<file path="src/rtl/vga_pattern_gen_if.sv">
// Pattern-select inputs and video timing/colour outputs of the VGA pattern generator.
// The generator side uses master; a sink or bench uses slave.
interface vga_pattern_gen_if #(
  parameter int COLOR_BITS = 1
);
  logic [2:0]              switch;
  logic [1:0]              mode;
  logic                    hsync;
  logic                    vsync;
  logic [3*COLOR_BITS-1:0] rgb;
  logic                    video_on;
  logic [9:0]              pixel_x;
  logic [9:0]              pixel_y;
  logic                    frame_start;

  modport master (
    input  switch, mode,
    output hsync, vsync, rgb, video_on, pixel_x, pixel_y, frame_start
  );

  modport slave (
    output switch, mode,
    input  hsync, vsync, rgb, video_on, pixel_x, pixel_y, frame_start
  );
endinterface

</file>
<file path="src/rtl/vga_pattern_gen.sv">
// VGA timing generator with four test patterns (solid, bars, checker, bouncing box).
// Every output is registered from one counter snapshot, so all outputs lag the counters by 1 clk.
module vga_pattern_gen #(
  parameter int H_DISPLAY  = 640,
  parameter int H_FP       = 16,
  parameter int H_SYNC     = 96,
  parameter int H_BP       = 48,
  parameter int V_DISPLAY  = 480,
  parameter int V_FP       = 10,
  parameter int V_SYNC     = 2,
  parameter int V_BP       = 33,
  parameter int CLK_DIV    = 2,
  parameter int COLOR_BITS = 1,
  parameter bit SYNC_POL   = 1'b0,
  parameter int BOX_SIZE   = 32
) (
  input  logic              clk,
  input  logic              rst,
  vga_pattern_gen_if.master vga
);
  localparam int H_TOTAL = H_DISPLAY + H_FP + H_SYNC + H_BP;
  localparam int V_TOTAL = V_DISPLAY + V_FP + V_SYNC + V_BP;
  localparam int DIV_W   = (CLK_DIV > 1) ? $clog2(CLK_DIV) : 1;
  localparam int RGB_W   = 3 * COLOR_BITS;

  localparam logic [DIV_W-1:0] DIV_LAST = DIV_W'(CLK_DIV - 1);
  localparam logic [9:0]  H_LAST   = 10'(H_TOTAL - 1);
  localparam logic [9:0]  V_LAST   = 10'(V_TOTAL - 1);
  localparam logic [9:0]  H_VIS    = 10'(H_DISPLAY);
  localparam logic [9:0]  V_VIS    = 10'(V_DISPLAY);
  localparam logic [9:0]  HS_FIRST = 10'(H_DISPLAY + H_FP);
  localparam logic [9:0]  HS_LAST  = 10'(H_DISPLAY + H_FP + H_SYNC - 1);
  localparam logic [9:0]  VS_FIRST = 10'(V_DISPLAY + V_FP);
  localparam logic [9:0]  VS_LAST  = 10'(V_DISPLAY + V_FP + V_SYNC - 1);
  localparam logic [9:0]  BAR_W    = 10'(H_DISPLAY / 8);
  localparam logic [9:0]  X_LIM    = 10'(H_DISPLAY - BOX_SIZE);
  localparam logic [9:0]  Y_LIM    = 10'(V_DISPLAY - BOX_SIZE);
  localparam logic [10:0] BOX_W    = 11'(BOX_SIZE);

  logic [DIV_W-1:0] div_q, div_d;
  logic [9:0]       h_q, h_d, v_q, v_d;
  logic             wrap_q, wrap_d;
  logic [1:0]       mode_q, mode_d;
  logic [2:0]       sw_q, sw_d;
  logic [9:0]       box_x_q, box_x_d, box_y_q, box_y_d;
  logic             dir_x_q, dir_x_d, dir_y_q, dir_y_d;
  logic             hsync_q, hsync_d, vsync_q, vsync_d;
  logic             video_q, video_d, fs_q, fs_d;
  logic [9:0]       px_q, px_d, py_q, py_d;
  logic [RGB_W-1:0] rgb_q, rgb_d, rgb_exp;
  logic [2:0]       sel;
  logic             p_tick, h_end, v_end, frame_wrap, in_box;

  always_comb begin
    p_tick     = (div_q == DIV_LAST);
    h_end      = (h_q == H_LAST);
    v_end      = (v_q == V_LAST);
    frame_wrap = p_tick && h_end && v_end;

    div_d = p_tick ? '0 : div_q + 1'b1;
    h_d   = h_q;
    v_d   = v_q;
    if (p_tick) begin
      h_d = h_end ? '0 : h_q + 10'd1;
      if (h_end) v_d = v_end ? '0 : v_q + 10'd1;
    end
    wrap_d = frame_wrap;

    // Pattern inputs and the box move only at the frame boundary, so a frame is never torn.
    mode_d  = mode_q;
    sw_d    = sw_q;
    box_x_d = box_x_q;
    box_y_d = box_y_q;
    dir_x_d = dir_x_q;
    dir_y_d = dir_y_q;
    if (frame_wrap) begin
      mode_d  = vga.mode;
      sw_d    = vga.switch;
      box_x_d = dir_x_q ? box_x_q + 10'd1 : box_x_q - 10'd1;
      box_y_d = dir_y_q ? box_y_q + 10'd1 : box_y_q - 10'd1;
      dir_x_d = dir_x_q ? (box_x_d != X_LIM) : (box_x_d == '0);
      dir_y_d = dir_y_q ? (box_y_d != Y_LIM) : (box_y_d == '0);
    end

    in_box = (h_q >= box_x_q) && ({1'b0, h_q} < ({1'b0, box_x_q} + BOX_W)) &&
             (v_q >= box_y_q) && ({1'b0, v_q} < ({1'b0, box_y_q} + BOX_W));
    case (mode_q)
      2'd0:    sel = sw_q;
      2'd1:    sel = 3'(h_q / BAR_W);
      2'd2:    sel = (h_q[5] ^ v_q[5]) ? ~sw_q : sw_q;
      default: sel = in_box ? sw_q : 3'b000;
    endcase

    video_d = (h_q < H_VIS) && (v_q < V_VIS);
    hsync_d = ((h_q >= HS_FIRST) && (h_q <= HS_LAST)) ? SYNC_POL : ~SYNC_POL;
    vsync_d = ((v_q >= VS_FIRST) && (v_q <= VS_LAST)) ? SYNC_POL : ~SYNC_POL;
    px_d    = h_q;
    py_d    = v_q;
    fs_d    = wrap_q;
  end

  for (genvar gi = 0; gi < 3; gi++) begin : g_chan
    assign rgb_exp[gi*COLOR_BITS +: COLOR_BITS] = {COLOR_BITS{sel[gi]}};
  end

  always_comb begin
    rgb_d = video_d ? rgb_exp : '0;
  end

  always_ff @(posedge clk) begin
    if (rst) begin
      div_q   <= '0;
      h_q     <= '0;
      v_q     <= '0;
      wrap_q  <= 1'b0;
      mode_q  <= '0;
      sw_q    <= '0;
      box_x_q <= '0;
      box_y_q <= '0;
      dir_x_q <= 1'b1;
      dir_y_q <= 1'b1;
      hsync_q <= ~SYNC_POL;
      vsync_q <= ~SYNC_POL;
      video_q <= 1'b0;
      fs_q    <= 1'b0;
      px_q    <= '0;
      py_q    <= '0;
      rgb_q   <= '0;
    end else begin
      div_q   <= div_d;
      h_q     <= h_d;
      v_q     <= v_d;
      wrap_q  <= wrap_d;
      mode_q  <= mode_d;
      sw_q    <= sw_d;
      box_x_q <= box_x_d;
      box_y_q <= box_y_d;
      dir_x_q <= dir_x_d;
      dir_y_q <= dir_y_d;
      hsync_q <= hsync_d;
      vsync_q <= vsync_d;
      video_q <= video_d;
      fs_q    <= fs_d;
      px_q    <= px_d;
      py_q    <= py_d;
      rgb_q   <= rgb_d;
    end
  end

  assign vga.hsync       = hsync_q;
  assign vga.vsync       = vsync_q;
  assign vga.video_on    = video_q;
  assign vga.frame_start = fs_q;
  assign vga.pixel_x     = px_q;
  assign vga.pixel_y     = py_q;
  assign vga.rgb         = rgb_q;
endmodule

</file>
<file path="src/flat_wrapper.sv">
// flat-port wrapper written by rule: the top's interface ports become plain ports
module vga_pattern_gen_flat 
#(
  parameter int H_DISPLAY  = 640,
  parameter int H_FP       = 16,
  parameter int H_SYNC     = 96,
  parameter int H_BP       = 48,
  parameter int V_DISPLAY  = 480,
  parameter int V_FP       = 10,
  parameter int V_SYNC     = 2,
  parameter int V_BP       = 33,
  parameter int CLK_DIV    = 2,
  parameter int COLOR_BITS = 1,
  parameter bit SYNC_POL   = 1'b0,
  parameter int BOX_SIZE   = 32
)
  (clk, rst, vga_switch, vga_mode, vga_hsync, vga_vsync, vga_rgb, vga_video_on, vga_pixel_x, vga_pixel_y, vga_frame_start);
  vga_pattern_gen_if #(.COLOR_BITS(COLOR_BITS)) vga_i ();
  input  logic clk;
  input  logic rst;
  input wire logic [$bits(vga_i.switch)-1:0] vga_switch;
  input wire logic [$bits(vga_i.mode)-1:0] vga_mode;
  output wire logic [$bits(vga_i.hsync)-1:0] vga_hsync;
  output wire logic [$bits(vga_i.vsync)-1:0] vga_vsync;
  output wire logic [$bits(vga_i.rgb)-1:0] vga_rgb;
  output wire logic [$bits(vga_i.video_on)-1:0] vga_video_on;
  output wire logic [$bits(vga_i.pixel_x)-1:0] vga_pixel_x;
  output wire logic [$bits(vga_i.pixel_y)-1:0] vga_pixel_y;
  output wire logic [$bits(vga_i.frame_start)-1:0] vga_frame_start;
  assign vga_i.switch = vga_switch;
  assign vga_i.mode = vga_mode;
  assign vga_hsync = vga_i.hsync;
  assign vga_vsync = vga_i.vsync;
  assign vga_rgb = vga_i.rgb;
  assign vga_video_on = vga_i.video_on;
  assign vga_pixel_x = vga_i.pixel_x;
  assign vga_pixel_y = vga_i.pixel_y;
  assign vga_frame_start = vga_i.frame_start;
  vga_pattern_gen #(.H_DISPLAY(H_DISPLAY), .H_FP(H_FP), .H_SYNC(H_SYNC), .H_BP(H_BP), .V_DISPLAY(V_DISPLAY), .V_FP(V_FP), .V_SYNC(V_SYNC), .V_BP(V_BP), .CLK_DIV(CLK_DIV), .COLOR_BITS(COLOR_BITS), .SYNC_POL(SYNC_POL), .BOX_SIZE(BOX_SIZE)) u_core (.clk(clk), .rst(rst), .vga(vga_i));
endmodule
</file>
<file path="config.mk">
export PLATFORM = sky130hd
export DESIGN_NAME = vga_pattern_gen_flat
export DESIGN_NICKNAME = d
export VERILOG_FILES = /design/src/rtl/vga_pattern_gen_if.sv /design/src/rtl/vga_pattern_gen.sv /design/src/flat_wrapper.sv
export SDC_FILE = /design/constraint.sdc
export NUM_CORES = 1
export LEC_CHECK = 0
export ABC_CLOCK_PERIOD_IN_PS = 3200
export CAP_MARGIN = 30
export CORE_MARGIN = 2
export CORE_UTILIZATION = 36
export CTS_CLUSTER_DIAMETER = 100
export DETAILED_ROUTE_END_ITERATION = 10
export SLEW_MARGIN = 20
export SYNTH_ARGS = -nofsm -noshare
export SYNTH_HDL_FRONTEND = slang
export SYNTH_SLANG_ARGS = --single-unit
</file>
<file path="constraint.sdc">
create_clock -name clk -period 3.2 [get_ports clk]
set_clock_uncertainty 0.1 [all_clocks]
set_input_delay 0.8 -clock clk [delete_from_list [all_inputs] [get_ports clk]]
set_output_delay 0.8 -clock clk [all_outputs]
set_load 0.01 [all_outputs]
</file>
# Yosys cells after proc, flatten, opt, wreduce, memory -nomap -nowiden
# Cells that the tools add are included.
[totals]
ff_bits = 76
input_bits = 7
out_inout_bits = 27
word_cells = 71
[op_classes]
add_sub_neg = 9
div_mod_pow = 1
n_lt_le_gt_ge = 10
n_eq_ne = 6
n_mux = 11
bitwise_logic = 3
reduce_logical = 14
[ops]
columns = ["cell", "n"]
rows = [
  ["$add 10x1->10 const B", 4],
  ["$mux 10", 4],
  ["$add 10x6->11 const B", 2],
  ["$lt 10x11->1", 2],
  ["$eq 10x10->1 const B", 2],
  ["$ge 10x10->1", 2],
  ["$logic_not 10->1", 2],
  ["$sub 10x1->10 const B", 2],
  ["$div 10x7->10 const B", 1],
  ["$ge 10x10->1 const B", 1],
  ["$ge 10x9->1 const B", 1],
  ["$le 10x10->1 const B", 1],
  ["$le 10x9->1 const B", 1],
  ["$lt 10x10->1 const B", 1],
  ["$lt 10x9->1 const B", 1],
  ["$ne 10x10->1 const B", 1],
  ["$ne 10x9->1 const B", 1],
  ["$pmux 3 s3", 1],
  ["$logic_and 1x1->1", 8],
  ["$mux 3", 2],
  ["$mux 1", 4],
  ["$reduce_or 2->1", 2],
  ["$not 3->3", 1],
  ["$eq 2x1->1 const B", 1],
  ["other kinds (6)", 6],
]

# Logic depth before layout (Yosys ltp)
# Gate-level depths: netlist of run 1.
[depth]
depth_word = 7
depth_mapped = 10
ltp_nobuf = 10

# Worst setup path after synthesis of run 1
# OpenSTA, ideal clock, no wires.
[synth_path]
path_kind = "register to register"
start = "register u_core.dir_y_q"
end = "register u_core.dir_y_q"
setup_ps = 134
t_arrival_ps = 2472
required_time_ps = 2966
setup_slack_ps = 493
path_stages_with_launch = 10
path_buffers = 0
period_less_slack_ps = 2707
path_cell_list = "dfxtp_1 -> inv_1 -> fa_1 -> a21o_1 -> a21oi_1 -> xnor2_1 -> nor4_2 -> nand3b_1 -> o31a_1 -> or4_1"
[synth_between]
elab_chain_cells = 3
word_cells_on_any_way = 4
classes_between = "eq/ne: 1; mux: 2; reduce/logical: 1"
[synth_rtl]
columns = ["element", "line_no", "rtl"]
rows = [
  ["start: declaration", "vga_pattern_gen.sv:46", "logic dir_x_q, dir_x_d, dir_y_q, dir_y_d;"],
  ["start signal: assignment", "vga_pattern_gen.sv:139", "dir_y_q <= dir_y_d;"],
  ["$mux 10", "vga_pattern_gen.sv:80", "box_y_d = dir_y_q ? box_y_q + 10'd1 : box_y_q - 10'd1;"],
  ["$ne 10x9->1 or $logic_not 10->1 (tied branches)", "vga_pattern_gen.sv:82", "dir_y_d = dir_y_q ? (box_y_d != Y_LIM) : (box_y_d == '0);"],
  ["$mux 1 (*)", "vga_pattern_gen.sv:82", ""],
]
# Every way passes the cells marked *; elsewhere a longest branch is shown, timed or not.
# A chain may end at the register's enable or synchronous reset.

# Worst setup path after layout of run 1
# Same ends and word-level chain as after synthesis.

==> impl_metrics.json, run 1 <==
{
  "outcome": "completed",
  "boundaryPins": 34,
  "powerDensity_nw_per_um2": 367,
  "grt_use_total_pct": 15.5,
  "synth_simple_gate_area_share_pct": 22.1,
  "synth_edf_count": 0,
  "ys_types": 56,
  "synth_top_area_cell": "dfxtp_1",
  "path_class": "reg2reg",
  "timing.fmax_mhz": 339,
  "fin_crit_sh_pct": 92.2,
  "vias_per_cell": 5.01,
  "arrival_ns": 3.06,
  "dp_hpwl_mm": 7.74,
  "firstDrtPassIters": 6,
  "drive_gt1_share_pct": 5.74,
  "grt_overflow_total": 0,
  "clk_path_buf_depth": 2,
  "grt_pass1_wl_mm": 17.9,
  "gp_congestion": 0.838,
  "tightest_slew_ns": 0.608,
  "yosys_warnings": 0,
  "cp_max_fo": 10,
  "synthXorXnorAreaFrac_pct": 9.14,
  "die_y_um": 118,
  "drt_iter0_markers": 294,
  "antenna_found_initial": 0,
  "fin_nets": 651,
  "synth_flop_cell": "dfxtp_1",
  "num_antenna_cells": 0,
  "fillers": 1261,
  "synth_most_common_cell": "dfxtp_1",
  "hold_viol": 0,
  "synth_top_family_by_area": "simple AND/OR/NAND/NOR gates",
  "grt_pass1_vias": 3754,
  "setup_viol": 0,
  "num_vias": 3829,
  "hp-class": "reg2reg",
  "die_area_sq_um": 14000,
  "ant_nets": 0,
  "ys_seq_elements": 76,
  "cts_setup_buffers": 0,
  "tritoncts": "done",
  "cap_violations": 0,
  "grt_max_degree": 60,
  "areaGrowthSynthToFinish_pct": 17.8,
  "grt_setup_unrepaired": "no",
  "synthArstFlopShare_pct": 0,
  "core-area_sq_um": 12700,
  "cp-end-kind": "register",
  "htreeDepth": 3,
  "synthCells": 557,
  "start_util_pct": 37.0,
  "io_buffers": 33,
  "synth_nets": 621,
  "fp-row-count": 41,
  "drt_wl_total_mm": 10.4,
  "wl_per_cell_um": 13.6,
  "ir_drop_mv": 0.217,
  "drc": 0,
  "min_period_ns": 2.95,
  "die_x_um": 118,
  "setup_tns_ns": 0,
  "synth.cell_area_sq_um": 4690,
  "ys_seq_area_share_pct": 32.4,
  "synth.top_cells.by_count": "76 x dfxtp_1, 55 x ha_1, 55 x nor2_1, 50 x nand2_1, 38 x a21oi_1",
  "cts_root_buffer": "clkbuf_16",
  "cts_hold_buf": 0,
  "netlist.area_leader.share_pct": 32.4,
  "final_util_pct": 43.6,
  "synth_top_cells_by_area": "dfxtp_1 32%, ha_1 15%, xnor2_1 5.0%",
  "synth_compound_area_share_pct": 15.5,
  "synth.area.mux_share_pct": 0.640,
  "synthAdderAreaFrac_pct": 15.5,
  "drv_slew": 0,
  "slew_headroom_pct": 59.4,
  "syn_area_per_cell_sq_um": 8.43,
  "path_clk_slew_ns": 0.06,
  "clock-sinks": 76,
  "post_cts_resize_count": 0,
  "required_ns": 3.31,
  "total_leakage_power_nw": 2.17,
  "worst_setup_path_start_kind": "register",
  "cts-buffers-inserted": 9,
  "insertion_delay_ns": 0.34
}
==> cell usage in the layout (no fill, tap or decap), types with 4 or more instances in the layout <==
cell             Yosys  layout
a211oi_1             8       8
clkdlybuf4s50_1      0      32
xnor2_1             27      27
a21o_1               6       6
ha_1                55      55
and3_1               4       4
nor2_1              55      55
nand4_1              6       6
a31oi_1              6       6
inv_1               33      33
dfxtp_1             76      76
nor3_1              11      11
buf_4                1       9
nand3_1             11      11
nand2_1             50      50
clkbuf_16            0       9
o21ai_0             21      21
nor2b_1             27      27
nand2b_1            12      12
a21oi_1             38      38
o21a_1               9       9
xor2_1              22      22
==> power breakdown <==
group | internal (mW) | switching [mW] | total, mW
clock network | 0.623 | 0.397 | 1.02
registers | 0.952 | 0.00591 | 0.957
logic | 0.0209 | 0.0283 | 0.0492
==> worst paths after layout <==
check | cells past startpoint | slack, ns | endpoint | from
max | 9 | 0.25 | u_core.dir_y_q | u_core.dir_y_q
min | 1 | 0.34 | u_core.vga.frame_start | u_core.fs_d
max reg2reg | 9 | 0.25 | u_core.dir_y_q | u_core.dir_y_q
min reg2reg | 1 | 0.34 | u_core.vga.frame_start | u_core.fs_d
==> area by class of cell <==
cell class / instances / area (sq um) / area share [%]
flip-flops and latches: 76 / 1520 / 27.5
inverters: 33 / 124 / 2.24
repair buffers: 43 / 413 / 7.47
multi-input cells: 424 / 2950 / 53.4
well taps: 172 / 215 / 3.89
clock inverters: 6 / 63.8 / 1.15
clock buffers: 10 / 239 / 4.32
==> layer usage <==
metal	track usage (%)	share of wire [%]
met1	19.8	49
met5	0	0
met2	26.0	46
met4	5.72	1.8
met3	2.85	2.4
==> sequential cells by signal, indices dropped and copies added (netlist names), 3 cells and up <==
name                count
u_core.sw_q             3
u_core.py_d            10
u_core.box_x_q         10
u_core.vga.pixel_x     10
u_core.vga.pixel_y     10
u_core.vga.rgb          3
u_core.h_q             10
u_core.box_y_q         10
==> kinds of logic after synthesis <==
| logic type | count (synthesis) |
|---|---|
| AND/OR/NAND/NOR | 200 |
| AO/OA/AOI/OAI | 115 |
| flip-flops | 76 |
| buffers and inverters | 57 |
| adder cells (fa/ha/maj) | 57 |
| XOR/XNOR | 49 |
| multiplexers | 3 |
==> worst max-delay path, cell delays in order, from the launching register on <==
cell	delay (ns)
dfxtp_1	0.36
inv_1	0.19
fa_1	0.50
a21o_1	0.20
a21oi_1	0.19
xnor2_1	0.13
nor4_2	0.28
nand3b_1	0.14
o31a_1	0.24
or4_1	0.49
==> through the flow <==
stage | std cells | hold slack [ns] | setup WS (ns) | area (sq um) | total power, mW
after floorplan | 557 | 0.314 | 0.493 | 4690 | 1.01
after global placement | 748 | 0.321 | 0.347 | 5230 | 1.03
after detailed placement | 748 | 0.334 | 0.296 | 5230 | 1.03
after CTS | 764 | 0.348 | 0.272 | 5530 | 2.05
after global routing | 764 | 0.364 | 0.0755 | 5530 | 2.10
final | 764 | 0.344 | 0.250 | 5530 | 2.03
Note: power is estimated with default switching activity, not from simulation.
==> inputs of run 2 (changes only) <==
CORE_UTILIZATION = 50   (was 36)
PLACE_DENSITY_LB_ADDON = 0.25   (was not set)
==> impl_metrics.json, run 2 (synthesis results as in run 1) <==
{
  "die_x_um": 101,
  "powerDensity_nw_per_um2": 351,
  "areaGrowthSynthToFinish_pct": 14.7,
  "drv_slew": 0,
  "fp-row-count": 35,
  "worst_setup_path_start_kind": "register",
  "total_leakage_power_nw": 2.15,
  "htreeDepth": 3,
  "final_common_cell": "dfxtp_1",
  "gp_congestion": 0.923,
  "die_y_um": 101,
  "start_util_pct": 51.3,
  "grt_pass1_wl_mm": 17.3,
  "vias_per_cell": 5.44,
  "ant_nets": 0,
  "drt_wl_total_mm": 9.94,
  "cp-end-kind": "register",
  "r2r_slack_ns": 0.24,
  "cts_root_buffer": "clkbuf_8",
  "boundaryPins": 34,
  "hold_viol": 0,
  "p_total_mw": 1.89,
  "cts_hold_buf": 0,
  "fillers": 805,
  "grt_overflow_total": 0,
  "path_cells": "inv_1 -> fa_1 -> a21o_1 -> a221oi_1 -> o21ai_0 -> a21oi_1 -> xnor2_1 -> nor3_1 -> or4_1",
  "grt_use_total_pct": 20.9,
  "fin_ws_ns": 0.239,
  "drive_gt1_share_pct": 5.73,
  "cts_setup_buffers": 0,
  "fin_nets": 652,
  "cts-buffers-inserted": 9,
  "outcome": "completed",
  "pre_cts_ws_ns": 0.249,
  "cp.buffers_inverters": 1,
  "cp_max_fo": 10,
  "die_area_sq_um": 10200,
  "num_vias": 3829,
  "clock-sinks": 76,
  "grt_setup_unrepaired": "no",
  "hp-class": "reg2reg",
  "slowest_delay_ns": 0.50,
  "post_cts_resize_count": 0,
  "fin_crit_sh_pct": 92.5,
  "tightest_slew_ns": 0.601,
  "path_class": "reg2reg",
  "cp_slowest_cell": "fa_1",
  "timing.fmax_mhz": 338,
  "dp_hpwl_mm": 7.26,
  "setup_tns_ns": 0,
  "crit_family": "compound AO/OA/AOI/OAI gates",
  "tritoncts": "done",
  "grt_max_degree": 60,
  "min_period_ns": 2.96,
  "io_buffers": 33,
  "num_antenna_cells": 0,
  "core-area_sq_um": 9150,
  "slew_headroom_pct": 59.9,
  "layout_common_cells": "76 x dfxtp_1, 55 x nor2_1, 55 x ha_1, 50 x nand2_1, 38 x a21oi_1",
  "arrival_ns": 3.09,
  "drc": 0,
  "ir_drop_mv": 0.186,
  "drt_iter0_markers": 172,
  "final_util_pct": 58.8,
  "setup_viol": 0,
  "required_ns": 3.33,
  "firstDrtPassIters": 4,
  "cap_violations": 0,
  "path_clk_slew_ns": 0.08,
  "insertion_delay_ns": 0.35,
  "grt_pass1_vias": 3686,
  "wl_per_cell_um": 14.1,
  "antenna_found_initial": 0,
  "clk_path_buf_depth": 2
}
## run 2: layer usage
| layer | GRT usage [%] | part of all wire [%] | up-vias |
|---|---|---|---|
| li1 | - | - | 1989 |
| met1 | 27.4 | 47 | 1768 |
| met2 | 34.4 | 48 | 63 |
| met3 | 4.23 | 3.6 | 9 |
| met4 | 7.17 | 1.3 | 0 |
| met5 | 0 | 0 | - |
## run 2: area by class of cell
| cell class | instances | area [sq um] | area share [%] |
|---|---|---|---|
| multi-input combinational | 424 | 2950 | 54.8 |
| clock inverter | 6 | 113 | 2.09 |
| tap | 111 | 139 | 2.58 |
| clock buffer | 10 | 128 | 2.37 |
| inverter | 33 | 124 | 2.30 |
| timing repair buffer | 44 | 408 | 7.57 |
| sequential | 76 | 1520 | 28.3 |
## run 2: worst reg2reg max path: stages (launching register included)
cell	delay, ns
dfxtp_1	0.37
inv_1	0.20
fa_1	0.50
a21o_1	0.21
a221oi_1	0.35
o21ai_0	0.13
a21oi_1	0.21
xnor2_1	0.21
nor3_1	0.09
or4_1	0.46
## run 2: stage by stage
step | area, sq um | instances | hold WS, ns
after global routing | 5390 | 704 | 0.387
final | 5390 | 704 | 0.358
after floorplan | 4690 | 557 | 0.314
after detailed placement | 5140 | 688 | 0.331
after global placement | 5140 | 688 | 0.325
after CTS | 5390 | 704 | 0.351
## run 2: worst paths after layout
| path | from | to | depth (start not counted) |
|---|---|---|---|
| setup / recovery | u_core.dir_y_q | u_core.dir_y_q | 9 |
| hold / removal | u_core.fs_d | u_core.vga.frame_start | 1 |
| setup reg to reg | u_core.dir_y_q | u_core.dir_y_q | 9 |
| hold reg to reg | u_core.fs_d | u_core.vga.frame_start | 1 |
## run 2: report_power, final
part,internal (mW),switching [mW]
combinational,0.0209,0.0289
sequential,0.950,0.00596
clock,0.520,0.365
